==> config.mk <==
export PLATFORM = sky130hd
export DESIGN_NAME = traffic_sensor_interface
export DESIGN_NICKNAME = d
export VERILOG_FILES = /design/src/rtl/traffic_sensor_interface.sv
export SDC_FILE = /design/constraint.sdc
export NUM_CORES = 1
export LEC_CHECK = 0
export BUFFER_PORTS_ARGS = -buffer_cell sky130_fd_sc_hd__buf_2
export CAP_MARGIN = 40
export CORE_MARGIN = 2
export CORE_UTILIZATION = 52
export CTS_CLUSTER_SIZE = 40
export DETAILED_ROUTE_END_ITERATION = 8
export HOLD_SLACK_MARGIN = 0.05
export PLACE_DENSITY = 0.76
export SLEW_MARGIN = 20
export SYNTH_ARGS = -nofsm -noshare
export SYNTH_HDL_FRONTEND = slang
export SYNTH_SLANG_ARGS = --single-unit
==> constraint.sdc <==
create_clock -name clk -period 2.3 [get_ports clk]
set_input_delay 0.23 -clock clk [delete_from_list [all_inputs] [get_ports clk]]
set_output_delay 0.23 -clock clk [all_outputs]
set_load 0.02 [all_outputs]
==> src/rtl/traffic_sensor_interface.sv <==
// traffic_sensor_interface: conditions raw loop detectors into controller demand and tracks the lamp sequence
//   clk, reset            : clock, synchronous active-high reset
//   det_a, det_b          : raw asynchronous vehicle-loop detectors
//   Ra..Gb                : lamp drives sampled from the light controller
//   Sa, Sb                : registered demand (debounced level or latched request)
//   phase, phase_valid    : tracked phase (0 A green, 1 A yellow, 2 B green, 3 B yellow) and its validity
//   fault, fault_code     : sticky first lamp-sequence fault and its cause
//   cycle_count           : completed light cycles, saturating
module traffic_sensor_interface #(
    parameter int DB_CYCLES = 4,
    parameter int YMIN      = 1
) (
    input  logic       clk,
    input  logic       reset,
    input  logic       det_a,
    input  logic       det_b,
    input  logic       Ra,
    input  logic       Ya,
    input  logic       Ga,
    input  logic       Rb,
    input  logic       Yb,
    input  logic       Gb,
    output logic       Sa,
    output logic       Sb,
    output logic [1:0] phase,
    output logic       phase_valid,
    output logic       fault,
    output logic [2:0] fault_code,
    output logic [7:0] cycle_count
);
    typedef enum logic [2:0] {P0 = 3'd0, P1 = 3'd1, P2 = 3'd2, P3 = 3'd3, UNK = 3'd4} state_t;

    localparam logic [3:0] DB_LAST = 4'(DB_CYCLES - 1);

    logic [1:0] w_det, w_grn, w_rise;
    logic [1:0] r_sync1, r_sync2, r_db, r_req, r_s;
    logic [3:0] r_cnt [2];

    assign w_det = {det_b, det_a};
    assign w_grn = {Gb, Ga};

    // A debounced rising edge is the cycle the level flips from 0 to 1.
    always_comb begin
        for (int k = 0; k < 2; k++)
            w_rise[k] = r_sync2[k] & ~r_db[k] & (r_cnt[k] == DB_LAST);
    end

    always_ff @(posedge clk) begin
        for (int k = 0; k < 2; k++) begin
            if (reset) begin
                r_sync1[k] <= 1'b0;
                r_sync2[k] <= 1'b0;
                r_db[k]    <= 1'b0;
                r_cnt[k]   <= 4'd0;
                r_req[k]   <= 1'b0;
                r_s[k]     <= 1'b0;
            end else begin
                r_sync1[k] <= w_det[k];
                r_sync2[k] <= r_sync1[k];
                if (r_sync2[k] == r_db[k]) begin
                    r_cnt[k] <= 4'd0;
                end else if (r_cnt[k] == DB_LAST) begin
                    r_db[k]  <= r_sync2[k];
                    r_cnt[k] <= 4'd0;
                end else begin
                    r_cnt[k] <= r_cnt[k] + 4'd1;
                end
                // Green on the street clears its request and overrides a same-cycle set.
                r_req[k] <= w_grn[k] ? 1'b0 : (w_rise[k] | r_req[k]);
                r_s[k]   <= r_db[k] | r_req[k];
            end
        end
    end

    assign Sa = r_s[0];
    assign Sb = r_s[1];

    state_t     r_state, w_next;
    logic [3:0] r_ycnt;
    logic [2:0] w_code;
    logic [1:0] w_lph;
    logic       w_legal;
    logic       r_fault;
    logic [2:0] r_fault_code;
    logic [7:0] r_cycle_count;

    always_comb begin
        w_legal = 1'b1;
        w_lph   = 2'd0;
        case ({Ga, Ya, Ra, Gb, Yb, Rb})
            6'b100001: w_lph = 2'd0;
            6'b010001: w_lph = 2'd1;
            6'b001100: w_lph = 2'd2;
            6'b001010: w_lph = 2'd3;
            default:   w_legal = 1'b0;
        endcase
        w_next = r_state;
        w_code = 3'd0;
        if (r_state == UNK) begin
            if (w_legal) w_next = state_t'({1'b0, w_lph});
        end else if (!w_legal) begin
            w_code = (Ga & Gb) ? 3'd4 : 3'd1;
        end else if (w_lph == r_state[1:0] + 2'd1) begin
            w_next = state_t'({1'b0, w_lph});
            // Odd phases are the yellows; a short one is flagged but still left.
            if (r_state[0] && {28'd0, r_ycnt} < YMIN) w_code = 3'd3;
        end else if (w_lph != r_state[1:0]) begin
            w_code = 3'd2;
        end
    end

    always_ff @(posedge clk) begin
        if (reset) begin
            r_state       <= UNK;
            r_ycnt        <= 4'd0;
            r_fault       <= 1'b0;
            r_fault_code  <= 3'd0;
            r_cycle_count <= 8'd0;
        end else begin
            r_state <= w_next;
            r_ycnt  <= (w_next != r_state) ? 4'd1 : ((r_ycnt == 4'd15) ? r_ycnt : r_ycnt + 4'd1);
            if (!r_fault && w_code != 3'd0) begin
                r_fault      <= 1'b1;
                r_fault_code <= w_code;
            end
            if (r_state == P3 && w_next == P0 && r_cycle_count != 8'hFF)
                r_cycle_count <= r_cycle_count + 8'd1;
        end
    end

    assign phase       = r_state[1:0];
    assign phase_valid = (r_state != UNK);
    assign fault       = r_fault;
    assign fault_code  = r_fault_code;
    assign cycle_count = r_cycle_count;
endmodule

==> run_results.csv, run 1 <==
group,metric,value,unit
cts,clock_latency,0.28,ns
power,p_leak,0.001029,uW
critical_path,cp_slowest_cell,"a311o_1",
detailed_routing,ant_nets,0,
grt,grt_pass1_wl,6.637,mm
synth,synth_commonest_cells,"dfxtp_1 (29), nor2_1 (29), a21oi_1 (18), nand2_1 (13), inv_1 (12)",
synth,yosysSeqAreaShare,0.3949,
sta,worst_slack,0.01706,ns
synth,async_reset_ff_frac,0,
critical_path,endpoint_kind,"flip-flop",
critical_path,crit_type,"reg2reg",
detailed_routing,viasPerCell,5.362,
cts,root_buffer,"clkbuf_8",
grt,grt_util_all_layers,0.1935,
floorplan,core-area,3744,um2
grt,gr-total-overflow,0,
placed_design,gp_congestion,0.8249,
power,peakVddDrop,0.5156,mV
power,power_frac_clock,0.316,
placed_design,place_inst,313,
critical_path,cp.required,2.45,ns
job,cap_violations,0,
detailed_routing,num_vias,1748,
finish,fin_cells,326,
synth,synth.cell_area,2078,um2
cts,htreeDepth,2,
detailed_routing,remaining_drc_errors,0,
synth,synth_top_area_frac,0.2793,
power,power_frac_comb,0.190,
floorplan,die_w,67.22,um
outcome,outcome,"finished, final reports clean",
power,pwr-share-seq,0.494,
sta,tightest_slew,0.4685,ns
synth,synth_top_area_cell,"dfxtp_1",
sta,relSlewSlack,0.6796,
sta,post-route-period-util,0.9926,
power,finalPower,1437,uW
min_path,hp-class,"in2reg",
sta,setup_violations,0,
power,swShare,0.2729,
synth,yosysWarnings,0,
sta,skew,0.005178,ns
synth,netlist_instances,230,
floorplan,row_count,22,
sta,period_needed,2.283,ns
critical_path,critPathMaxFanout,8,
critical_path,cp_data_arrival_time,2.43,ns
grt,grt_max_degree,31,
synth,synth_area_leaders,"dfxtp_1 (28%), edfxtp_1 (12%), ha_1 (5.4%), nor2_1 (5.2%), a21oi_1 (4.3%)",
synth,synth_ff_type,"dfxtp_1",
grt,grt_pass1_vias,1570,
synth,avgSynthCellArea,9.036,um2
grt,antenna_found_initial,0,
floorplan,die_area,4519,um2
power,p_sw,392.0,uW
synth,ys_ff_latch,37,
sta,hold_viol,0,
detailed_routing,drt-wirelength-per-cell,12.32,um
cts,cts.sinks,37,
sta,max_freq,0.4380,GHz
cts,clkTransAtPathRegs,0.07,ns
critical_path,start_kind,"flip-flop",
finish,syn_to_final_growth,19.27,%
detailed_routing,drt-pass1-iter-count,4,
sta,rsz0062_at_grt,"true",
power,internal_power,1045,uW
floorplan,start_util,0.5551,
finish,fin_nets,296,
placed_design,port_buffers,26,
finish,layout-drive-gt1-share,0.2662,
critical_path,crit_chain,"inv_4 -> ha_4 -> and2_4 -> clkinvlp_4 -> and4_4 -> a311o_1 -> a211oi_2 -> nand3_4 -> buf_6 -> o21ai_0 -> a21oi_1",
sta,finalMaxSlewViolations,0,
cts,tritoncts,"done",
finish,diodes,0,
placed_design,pre_cts_ws,-0.02616,ns
cts,cts-buffers-inserted,5,
critical_path,critPathBufInv,3,
floorplan,die_h,67.22,um
synth,synth-edff-count,8,
detailed_routing,drtIter0Drc,111,
critical_path,cpLargestDelayFamily,"compound AO/OA/AOI/OAI gates",
synth,yosysUniqueCellTypes,53,
floorplan,ioPinCount,27,
cts,clk_path_buf_depth,2,
detailed_routing,drt_wl_total,4.017,mm
critical_path,crit_path_max_incr_delay,0.35,ns
power,powerDensity,579.7,nW/um2
placed_design,dpl.hpwl,2.891,mm
## repair_timing
item                                    in CTS  in global routing
hold buffers                                 0                  0
buffers inserted                             3                  2
gates cloned                                 0                  0
endpoints found under the setup margin       6                  8
pin swaps                                    3                  6
resized for setup                            5                  4
## power by group through the flow
stage               Clock [uW]  Sequential (uW)  Combinational (uW)
floorplan                    0              729                 184
global route               499              714                 300
detailed placement           0              725                 255
finish                     454              710                 273
CTS                        471              710                 259
global placement             0              724                 251
## stage by stage
| step | cell area, um2 | util | hold WS, ns | TNS, ns |
|---|---|---|---|---|
| 2_1_floorplan | 2135 | - | 0.3582 | -0.7641 |
| 3_3_place_gp | 2323 | 0.6207 | 0.4176 | 0 |
| 3_5_place_dp | 2323 | 0.6207 | 0.4283 | -0.09199 |
| 4_1_cts | 2449 | 0.6541 | 0.1547 | 0 |
| 5_1_grt | 2479 | 0.6621 | 0.1713 | -0.8921 |
| 6_report | 2479 | 0.6621 | 0.1631 | 0 |
## kinds of logic (layout without fill, tap and decap cells)
family,count (synthesis),in the layout,synth area share
multiplexers,3,3,0.01445
other,1,8,0.001804
XOR/XNOR,13,13,0.05479
AO/OA/AOI/OAI,48,48,0.1614
flip-flops,37,37,0.3949
buffers and inverters,23,64,0.06441
adder cells (fa/ha/maj),9,9,0.05419
AND/OR/NAND/NOR,96,96,0.2541
## layout by cell type, fill, tap and decap left out, drive strengths merged, types with 2 or more instances in the layout
master	instances
a211oi	2
a21oi	18
a311o	2
a31oi	3
and2	5
and3	2
and4bb	2
buf	44
clkbuf	6
clkinv	2
conb	8
dfxtp	29
edfxtp	8
ha	9
inv	11
mux2i	3
nand2	15
nand2b	2
nand3	10
nor2	29
nor2b	6
nor3	8
nor3b	3
nor4b	2
o2111ai	2
o211ai	2
o21ai	8
or3	9
xnor2	8
xor2	5
## cell type report
| class | count | area, um2 |
|---|---|---|
| sequential | 37 | 823.3 |
| clock buffer | 6 | 82.58 |
| timing repair buffer | 44 | 272.8 |
| clock inverter | 2 | 8.758 |
| multi-input combinational | 177 | 1180 |
| inverter | 12 | 51.30 |
| tap | 48 | 60.06 |
| fill | 328 | 1265 |
## routing by layer
| metal | vias up | track usage | routed length [um] |
|---|---|---|---|
| met4 | 0 | 0.06633 | 46 |
| li1 | 898 | - | - |
| met1 | 806 | 0.2430 | 1924 |
| met3 | 6 | 0.05500 | 170 |
| met5 | - | 0 | 0 |
| met2 | 38 | 0.3181 | 1875 |
## worst paths after layout
path                                 start             end  slack, ns  cells after the start
worst max-delay path            r_state[1]  cycle_count[4]       0.02                     11
worst min-delay path                 det_b      r_sync1[1]       0.16                      2
worst max register to register  r_state[1]  cycle_count[4]       0.02                     11
worst min register to register  r_sync1[0]      r_sync2[0]       0.44                      1
## flip-flops by register name, summed over array words and instances (netlist names), 3 cells and up
| name | cells |
|---|---|
| r_ycnt | 4 |
| fault_code | 3 |
| r_state | 3 |
| r_cnt | 8 |
| cycle_count | 8 |
## worst reg2reg max path: cells and delay by family (launching register included)
kind	cells	cell delay (ns)
AOI/OAI and AO/OA	4	0.87
and+or+nand+nor	3	0.48
DFF	1	0.34
buffers and inverters	3	0.33
adders and majority gates	1	0.13
No activity file was read; power rests on OpenSTA's default activity.
==> inputs of run 2 (changes only) <==
--- a/config.mk
+++ b/config.mk
@@ -7,12 +7,14 @@
 export LEC_CHECK = 0
 export BUFFER_PORTS_ARGS = -buffer_cell sky130_fd_sc_hd__buf_2
 export CAP_MARGIN = 40
+export CELL_PAD_IN_SITES_DETAIL_PLACEMENT = 1
+export CELL_PAD_IN_SITES_GLOBAL_PLACEMENT = 2
 export CORE_MARGIN = 2
-export CORE_UTILIZATION = 52
+export CORE_UTILIZATION = 32
 export CTS_CLUSTER_SIZE = 40
 export DETAILED_ROUTE_END_ITERATION = 8
 export HOLD_SLACK_MARGIN = 0.05
-export PLACE_DENSITY = 0.76
+export PLACE_DENSITY_LB_ADDON = 0.1
 export SLEW_MARGIN = 20
 export SYNTH_ARGS = -nofsm -noshare
 export SYNTH_HDL_FRONTEND = slang
==> run 2 against run 1 <==
Compared with the run above: count of clock-buffer cells in the layout unchanged; sequential power about the same; clock skew decreased by 0.00087 ns; clock power increased by 22%; non-clock buffer count increased by 17; design area increased by 8.7%; power increased by 10%; first-iteration DRC count decreased by 41%; highest routed layer unchanged.
==> run_results.csv, run 2 (synthesis results as in run 1) <==
group,metric,value,unit
outcome,outcome,"finished, final reports clean",
sta,post-route-period-util,0.9816,
detailed_routing,remaining_drc_errors,0,
grt,grt_max_degree,31,
floorplan,core-area,6314,um2
critical_path,critPathMaxFanout,7,
detailed_routing,drt_wl_total,4.925,mm
finish,syn_to_final_growth,29.68,%
detailed_routing,drt-wirelength-per-cell,13.20,um
detailed_routing,viasPerCell,4.917,
finish,fin_nets,314,
critical_path,r2r_end,"cycle_count[4]",
placed_design,gp_congestion,0.7802,
power,powerDensity,586.7,nW/um2
critical_path,reg2reg_depth,9,
placed_design,port_buffers,26,
grt,grt_util_all_layers,0.1497,
sta,max_freq,0.4429,GHz
finish,multi_input_area,1220,um2
grt,antenna_found_initial,0,
sta,rsz0062_at_grt,"true",
grt,grt_pass1_wl,8.694,mm
floorplan,die_w,84.59,um
cts,clock_latency,0.28,ns
sta,tightest_slew,0.5648,ns
sta,relSlewSlack,0.6235,
cts,clk_path_buf_depth,2,
power,peakVddDrop,0.2782,mV
placed_design,dpl.hpwl,3.507,mm
detailed_routing,num_vias,1834,
grt,grt_pass1_vias,1835,
cts,tritoncts,"done",
cts,holdBufCountCts,0,
critical_path,startpoint,"r_state[1]",
detailed_routing,drtIter0Drc,66,
floorplan,die_h,84.59,um
min_path,hp-class,"in2reg",
finish,utilization,0.4269,
finish,final_common_cell,"buf_4",
sta,worst_slack,0.04232,ns
cts,cts-buffers-inserted,5,
cts,clkTransAtPathRegs,0.07,ns
critical_path,reg2reg_from,"r_state[1]",
grt,gr-total-overflow,0,
finish,fin_cells,373,
power,p_leak,0.001119,uW
placed_design,place_inst,354,
sta,period_needed,2.258,ns
critical_path,r2r_slack,0.04,ns
cts,htreeDepth,2,
cts,root_buffer,"clkbuf_8",
sta,setup_violations,0,
job,cap_violations,0,
floorplan,start_util,0.3292,
critical_path,cp-endpoint,"cycle_count[4]",
floorplan,die_area,7155,um2
critical_path,cp.required,2.52,ns
finish,layout_common_cells,"buf_4 (34), nor2_1 (29), dfxtp_1 (27)",
floorplan,row_count,29,
sta,hold_ws,0.1503,ns
critical_path,crit_type,"reg2reg",
finish,layout-drive-gt1-share,0.3277,
finish,register_area,823.3,um2
power,finalPower,1581,uW
sta,hold_viol,0,
sta,finalMaxSlewViolations,0,
critical_path,cp_data_arrival_time,2.48,ns
detailed_routing,ant_nets,0,
placed_design,pre_cts_ws,-0.04305,ns
floorplan,ioPinCount,27,
detailed_routing,drt-pass1-iter-count,4,
critical_path,endpoint_kind,"flip-flop",
cts,cts.sinks,37,
finish,filler_cell_count,760,
critical_path,start_kind,"flip-flop",
sta,skew,0.004305,ns
finish,diodes,0,
[run 2: cell count changes in the layout (fill, tap and decap cells not counted), sizes merged]
cell / delta
buf: +17
bufinv: +1
clkinv: -1
nand3: +1
[run 2: worst max-delay path, cell delays in order, from the launching register on]
cell and delay [ns]:
dfxtp_2 0.36, inv_4 0.04, ha_4 0.26, inv_1 0.07, and4_1 0.19, a311o_1 0.37, a211oi_4 0.28, nand3_4 0.15
or3_4 0.35, a21oi_2 0.12
[run 2: area by class of cell]
cell class / count / share of cell area
multi-input cells: 178 / 0.4526
clock buffers: 6 / 0.02693
flip-flops and latches: 37 / 0.3055
inverters: 12 / 0.01903
well taps: 77 / 0.03575
repair buffers: 61 / 0.1472
clock inverters: 2 / 0.01300
[run 2: worst min path at each step]
stage                 endpoint        from  depth (start not counted)  slack [ns]
finish              r_sync1[0]       det_a                          2        0.15
global route        r_sync1[1]       det_b                          2        0.15
CTS                 r_sync1[0]       det_a                          2        0.14
detailed placement  r_sync2[0]  r_sync1[0]                          1        0.43
global placement    r_sync2[1]  r_sync1[1]                          1        0.42
floorplan           r_sync1[0]       det_a                          1        0.36
[run 2: metal layers]
metal	global-route usage	share of wire
met5	0	0
met4	0.04329	0.012
met2	0.2427	0.46
met1	0.1981	0.49
met3	0.03638	0.031
[run 2: power breakdown]
part	leakage [uW]	internal, uW	total, uW	switching (uW)
clock network	0.0000552	322	554	232
logic	0.000744	149	317	168
registers	0.000319	689	710	21.5
total	0.00112	1160	1580	421
[run 2: timing repair]
action | 4_1_cts | 5_1_grt
resized for setup | 5 | 13
hold endpoints to repair | 0 | 0
setup endpoints to repair | 8 | 9
pin swaps | 6 | 6
gates cloned | 1 | 0
setup buffers | 5 | 5
[run 2: through the flow]
step	cell area (um2)	setup TNS (ns)
2_1_floorplan	2135	-0.7641
3_3_place_gp	2450	0
3_5_place_dp	2450	-0.1680
4_1_cts	2625	-0.01941
5_1_grt	2695	-0.5583
6_report	2695	0
==> inputs of run 3 (changes only) <==
--- a/config.mk
+++ b/config.mk
@@ -10,9 +10,10 @@
 export CELL_PAD_IN_SITES_DETAIL_PLACEMENT = 1
 export CELL_PAD_IN_SITES_GLOBAL_PLACEMENT = 2
 export CORE_MARGIN = 2
-export CORE_UTILIZATION = 32
+export CORE_UTILIZATION = 38
 export CTS_CLUSTER_SIZE = 40
 export DETAILED_ROUTE_END_ITERATION = 8
+export GPL_TIMING_DRIVEN = 0
 export HOLD_SLACK_MARGIN = 0.05
 export PLACE_DENSITY_LB_ADDON = 0.1
 export SLEW_MARGIN = 20
==> constraint.sdc (replaced) <==
create_clock -name clk -period 2.7 [get_ports clk]
set_input_delay 0.27 -clock clk [delete_from_list [all_inputs] [get_ports clk]]
set_output_delay 0.27 -clock clk [all_outputs]
set_load 0.02 [all_outputs]
==> run 3 against run 2 <==
Compared with the run above: fmax shrank 11%; clock power fell by 33%; first-iteration DRC count fell by 35%; sequential share of layout area up 3.4 points; combinational power shrank 33%; cell count shrank 8.0%; die area shrank 15%; via count shrank 4.3%; register-to-register slack gained 0.12 ns; non-clock buffer count fell by 22; critical endpoint unchanged; largest cell class unchanged; highest routed layer unchanged.
==> run_results.csv, run 3 (synthesis results as in run 1) <==
group,metric,value,unit
power,powerDensity,489.6,nW/um2
critical_path,crit_type,"reg2reg",
floorplan,die_area,6077,um2
cts,root_buffer,"clkbuf_8",
critical_path,start_kind,"flip-flop",
placed_design,dpl.hpwl,3.472,mm
power,finalPower,1192,uW
detailed_routing,ant_nets,0,
sta,max_freq,0.3935,GHz
sta,post-route-period-util,0.9412,
critical_path,endpoint_kind,"flip-flop",
outcome,outcome,"finished, final reports clean",
finish,register_area,825.8,um2
cts,cts.sinks,37,
min_path,hp-class,"in2reg",
sta,hold_viol,0,
cts,htreeDepth,2,
grt,grt_max_degree,12,
placed_design,place_inst,331,
finish,filler_cell_count,640,
detailed_routing,drt-pass1-iter-count,4,
floorplan,core-area,5205,um2
sta,finalMaxSlewViolations,0,
finish,multi_input_area,1152,um2
placed_design,gp_congestion,0.7474,
detailed_routing,remaining_drc_errors,0,
placed_design,port_buffers,24,
cts,tritoncts,"done",
finish,layout_common_cells,"nor2_1 (29), dfxtp_1 (27), buf_2 (24)",
critical_path,cp_data_arrival_time,2.76,ns
finish,fin_nets,291,
sta,period_needed,2.541,ns
floorplan,die_h,77.96,um
floorplan,die_w,77.96,um
finish,syn_to_final_growth,17.16,%
cts,clkTransAtPathRegs,0.07,ns
sta,rsz0062_at_grt,"false",
detailed_routing,drt-wirelength-per-cell,13.36,um
detailed_routing,viasPerCell,5.120,
finish,fin_cells,343,
floorplan,start_util,0.3993,
grt,grt_util_all_layers,0.1600,
detailed_routing,num_vias,1756,
sta,skew,0.005096,ns
cts,cts-buffers-inserted,5,
cts,clock_latency,0.29,ns
sta,finalSetupTns,0,ns
power,p_leak,0.0009916,uW
floorplan,row_count,26,
grt,grt_pass1_wl,7.603,mm
grt,gr-total-overflow,0,
sta,relSlewSlack,0.6214,
finish,layout-drive-gt1-share,0.2381,
cts,holdBufCountCts,0,
finish,diodes,0,
job,cap_violations,0,
critical_path,cp.required,2.92,ns
finish,final_common_cell,"nor2_1",
sta,setup_violations,0,
cts,clk_path_buf_depth,2,
power,peakVddDrop,0.3037,mV
detailed_routing,drtIter0Drc,43,
grt,antenna_found_initial,0,
critical_path,critPathMaxFanout,8,
floorplan,ioPinCount,27,
sta,tightest_slew,0.5679,ns
detailed_routing,drt_wl_total,4.583,mm
grt,grt_pass1_vias,1632,
run 3: layout make-up:
cell class                      count  share of cell area
Multi-Input combinational cell    177              0.4733
Sequential cell                    37              0.3392
Timing Repair Buffer               30             0.06783
Tap cell                           70             0.03597
Buffer                              9             0.03032
Clock buffer                        5             0.02826
Inverter                           12             0.02004
Clock inverter                      3            0.005139
run 3: repair_timing:
action,in CTS,in global routing
buffers inserted,0,6
pin swaps,1,4
gates resized for setup,3,5
setup endpoints to repair,8,6
run 3: through the flow:
stage | utilization | setup WS (ns) | hold WS, ns | cell area, um2
after floorplan | - | 0.1146 | 0.3982 | 2105
after global placement | 0.4442 | -0.1745 | 0.4193 | 2312
after detailed placement | 0.4442 | -0.2010 | 0.4282 | 2312
after CTS | 0.4596 | 0.02149 | 0.1833 | 2392
after global routing | 0.4678 | 0.008795 | 0.1867 | 2435
final | 0.4678 | 0.1587 | 0.1831 | 2435
run 3: per-layer routing:
metal	global-route usage	share of wire	up-vias
met4	0.04035	0.0083	0
li1	-	-	885
met1	0.2055	0.49	844
met3	0.05116	0.037	4
met2	0.2603	0.46	23
met5	0	0	-
run 3: power breakdown:
group / total [uW] / switching, uW / internal, uW
registers: 609 / 21.9 / 587
logic: 213 / 122 / 91.3
clock network: 370 / 196 / 174
total: 1190 / 340 / 852
run 3: worst paths after layout:
check                  start              to  slack (ns)  depth (start not counted)
hold / removal            Gb        r_req[1]        0.18                          2
setup / recovery  r_state[1]  cycle_count[4]        0.16                         11
setup reg to reg  r_state[1]  cycle_count[4]        0.16                         11
hold reg to reg   r_sync1[1]      r_sync2[1]        0.44                          1
run 3: critical path: stages, from the launching register on:
cell and delay, ns:
dfxtp_4 0.38, inv_2 0.06, ha_2 0.18, and2_4 0.19, clkinvlp_4 0.12, and4_1 0.20
a311o_1 0.36, a211oi_2 0.22, nand3_2 0.13, buf_4 0.17, or3_1 0.34, a21oi_1 0.14
